===== config.mk =====
export PLATFORM = sky130hd
export DESIGN_NAME = hdlverifier_jtag_cmd_shifter
export DESIGN_NICKNAME = d
export VERILOG_FILES = /design/src/rtl/hdlverifier_jtag_cmd_shifter.sv
export SDC_FILE = /design/constraint.sdc
export NUM_CORES = 1
export LEC_CHECK = 0
export BUFFER_PORTS_ARGS = -buffer_cell sky130_fd_sc_hd__buf_2
export CORE_UTILIZATION = 27
export CTS_BUF_LIST = sky130_fd_sc_hd__clkbuf_16
export CTS_CLUSTER_DIAMETER = 150
export DETAILED_ROUTE_END_ITERATION = 16
export GPL_ROUTABILITY_DRIVEN = 0
export HOLD_SLACK_MARGIN = 0.05
export MAX_ROUTING_LAYER = met4
export REMOVE_ABC_BUFFERS = 1
export SYNTH_ARGS = -nofsm -noshare
export SYNTH_HDL_FRONTEND = slang
export SYNTH_SLANG_ARGS = --single-unit

===== constraint.sdc =====
create_clock -name tck -period 3.7 [get_ports tck]
set_input_delay 0.37 -clock tck [delete_from_list [all_inputs] [get_ports tck]]
set_output_delay 0.37 -clock tck [all_outputs]
set_load 0.02 [all_outputs]

===== src/rtl/hdlverifier_jtag_cmd_shifter.sv =====
// rtl/hdlverifier_jtag_cmd_shifter.sv - JTAG user-DR scan frame to register access initiator (TCK domain)
module hdlverifier_jtag_cmd_shifter #(
    parameter int ADDR_WIDTH = 5,
    parameter int DATA_WIDTH = 32
) (
    input  logic                  tck,
    input  logic                  reset,
    input  logic                  sel,
    input  logic                  capture,
    input  logic                  shift,
    input  logic                  update,
    input  logic                  tdi,
    output logic                  tdo,
    output logic [ADDR_WIDTH-1:0] addr,
    output logic [DATA_WIDTH-1:0] wdata,
    output logic                  write,
    input  logic [DATA_WIDTH-1:0] rdata
);

    localparam int FW = 1 + ADDR_WIDTH + DATA_WIDTH;
    localparam int CW = $clog2(FW + 2);
    localparam logic [CW-1:0] CNT_FULL = CW'(FW);
    localparam logic [CW-1:0] CNT_SAT  = CW'(FW + 1);

    logic [FW-1:0]         shreg, shreg_nxt;
    logic [CW-1:0]         bitcnt, bitcnt_nxt;
    logic [ADDR_WIDTH-1:0] addr_nxt;
    logic [DATA_WIDTH-1:0] wdata_nxt;
    logic                  write_nxt;
    logic                  err, err_nxt;

    assign tdo = shreg[0];

    // Strobe priority is capture > update > shift; all ignored unless sel.
    always_comb begin
        shreg_nxt  = shreg;
        bitcnt_nxt = bitcnt;
        addr_nxt   = addr;
        wdata_nxt  = wdata;
        write_nxt  = 1'b0;
        err_nxt    = err;
        if (sel && capture) begin
            shreg_nxt  = {rdata, addr, err};
            bitcnt_nxt = '0;
            err_nxt    = 1'b0;
        end else if (sel && update) begin
            if (bitcnt == CNT_FULL) begin
                // Gating on write keeps a held update from producing back-to-back strobes.
                if (!write) begin
                    addr_nxt = shreg[ADDR_WIDTH:1];
                    if (shreg[0]) begin
                        wdata_nxt = shreg[FW-1:ADDR_WIDTH+1];
                        write_nxt = 1'b1;
                    end
                end
            end else begin
                err_nxt = 1'b1;
            end
        end else if (sel && shift) begin
            shreg_nxt = {tdi, shreg[FW-1:1]};
            if (bitcnt != CNT_SAT) begin
                bitcnt_nxt = bitcnt + 1'b1;
            end
        end
    end

    always_ff @(posedge tck) begin
        if (reset) begin
            shreg  <= '0;
            bitcnt <= '0;
            addr   <= '0;
            wdata  <= '0;
            write  <= 1'b0;
            err    <= 1'b0;
        end else begin
            shreg  <= shreg_nxt;
            bitcnt <= bitcnt_nxt;
            addr   <= addr_nxt;
            wdata  <= wdata_nxt;
            write  <= write_nxt;
            err    <= err_nxt;
        end
    end

endmodule

==> impl_results.md <==
- DP Area: 4310 µm²
- Gr ovfl total: 0
- Post-synth top cells: dfxtp_1, nand2b_1, mux2i_1
- Yosys cell types: 32
- Post-route worst setup slack: 1.98 ns
- VDD IR max: 156 µV
- Clk Latency, worst-skew pair: 0.33 ns
- Synth Instances: 395
- Routed length per instance: 13.1 µm
- Hold slack: 0.322 ns
- Vias in the first global route: 2,837
- Clock root buffer: clkbuf_16
- Core area: 13,900 µm²
- First-pass GRT wire length: 13.8 mm
- Post-CTS sizing: 0
- Filler cells: 1,420
- Fin cells: 640
- Drt pass-1 iters: 4
- Reg2reg setup slack: 1.98 ns
- Die Wd: 122 µm
- Netlist Area Pre-Place: 3880 µm²
- Asr flop ratio synth: 0%
- Area leader, netlist: dfxtp_1
- Largest net degree at the start of global routing: 66
- Final Cycle Share: 46.4%
- Final hold violations: 0
- Diode count: 0
- Slew HR: 25.8%
- Final Power: 1.90 mW
- Fin util: 32.8%
- Main flop type after synthesis: dfxtp_1
- Leak: 1.91 nW
- Drt via density: 4.63
- Initial Utilization: 27.8%
- CTS buffer count: 9
- Crit-path max FO: 32
- Achievable Freq: 0.582 GHz
- DRT Wirelength: 8.40 mm
- Chip height: 122 µm
- Count of input and output buffers: 77
- First DRT Iteration DRCs: 95
- Ports: 78
- Final setup violation count: 0
- Largest stage delay on the critical path: 0.67 ns
- Most common cell in the netlist: dfxtp_1
- FF+latch count, synth: 83
- Post-CTS setup repair buffer count: 0
- Tmin final: 1.72 ns
- H-tree depth: 3
- Worst-margin pin slew: 1.11 ns
- CTS tree: built
- DP HPWL: 5.46 mm
- DP Worst Slack: 1.70 ns
- Initial antenna violation count: 0
- Worst setup SP type: flop
- Crit path DAT: 1.98 ns
- Longest Clk Path Bufs: 2
- RSZ-0062 raised after global routing: false
- CP Cell Sequence: and4bb_1, and4_4, mux2i_1
- Clock Sinks: 83
- Sequential share of the synthesized area: 42.9%
- Layout area overhead: 18.0%
- Fin nets: 496
- Fin. max-slew vios: 0
- Placed Cells incl. Taps: 624
- Overall routing resource usage: 12.2%
- Worst Path Required: 3.96 ns
- Hold buffer count at CTS: 0
- Synth warn: 0
- Via Count: 2,962
- CP Class: reg -> reg
- EDFF count, synth: 0
- Final instance area: 4570 µm²
- Status: complete, no violations
- Die area: 14,800 µm²
- Remaining DRCs: 0
- Yosys top cell area share: 42.9%
- Pwr dens: 416 nW/µm²
- CP max stage cell: and4_4
- Top post-synthesis cells by area: dfxtp_1, mux2i_1, nand2b_1
- Row cnt: 43
- Syn Area/Cell: 9.82 µm²
- Layout cell share with drive strength beyond 1: 20.4%
- Critical Path End Type: flop
- Hold Crit Class: in -> reg
- Clk_skew: 0.00509 ns
- Setup TNS: 0 ns
- Clock-pin slew on the worst setup and hold paths: 0.06 ns
- Post-DRT Antenna Nets: 0
- Maxcap violations: 0
-- layout make-up --
| cell class | count | area (µm²) | area share, % |
|---|---|---|---|
| clock buffers | 9 | 225 | 4.92 |
| clock inverters | 7 | 35.0 | 0.766 |
| inverters | 11 | 41.3 | 0.903 |
| multi-input cells | 271 | 1970 | 43.1 |
| flip-flops and latches | 83 | 1660 | 36.3 |
| well taps | 180 | 225 | 4.92 |
| repair buffers | 79 | 413 | 9.03 |
-- cells by family (layout without fill, tap and decap cells) --
| logic type | Yosys count | after routing | share of synthesized area, % |
|---|---|---|---|
| multiplexers | 70 | 70 | 18.1 |
| adder cells (fa/ha/maj) | 2 | 2 | 0.645 |
| AND/OR/NAND/NOR | 133 | 133 | 19.6 |
| buffers and inverters | 41 | 106 | 6.26 |
| flip-flops | 83 | 83 | 42.9 |
| AO/OA/AOI/OAI | 66 | 66 | 12.6 |
-- sequential cells by signal (all words and copies together), names as in the netlist --
| signal | flops |
|---|---|
| addr | 5 |
| bitcnt | 6 |
| wdata | 32 |
| err | 1 |
| shreg | 38 |
| write | 1 |
-- metal layers --
metal	routed length [µm]	up-vias	track usage, %	share of wire (%)
met1	4220	1391	15.5	50
met3	219	13	1.87	2.6
met2	3810	47	18.8	45
met5	0	-	-	0
li1	-	1511	-	-
met4	155	0	5.86	1.8
-- critical path: cells and delay by family (launching register included) --
family           cells  cell delay, ns
and+or+nand+nor      2            1.02
muxes                1            0.26
DFF                  1            0.36
-- power by group --
part           internal [mW]  leakage, nW  switching [mW]
sequential             0.925        0.676          0.0240
clock                  0.445        0.131           0.358
combinational         0.0725         1.10          0.0786
-- cell usage in the layout (no fill, tap or decap), types with 2 or more instances in the layout --
cell,n
nand2_1,6
ha_1,2
clkinv_1,3
o21ai_0,2
dfxtp_1,83
a211oi_1,40
inv_1,11
buf_2,77
nand2b_1,77
a21boi_0,7
mux2i_1,70
clkbuf_16,9
a2111oi_0,7
a21oi_1,6
nor2_1,32
and4bb_1,2
and3_1,8
clkinv_2,3
-- worst paths after layout --
| check | from | to | cells past startpoint |
|---|---|---|---|
| setup / recovery | bitcnt[3] | wdata[10] | 3 |
| hold reg to reg | err | err | 1 |
| setup reg to reg | bitcnt[3] | wdata[10] | 3 |
| hold / removal | rdata[26] | shreg[32] | 3 |
No activity file was read; power rests on OpenSTA's default activity.
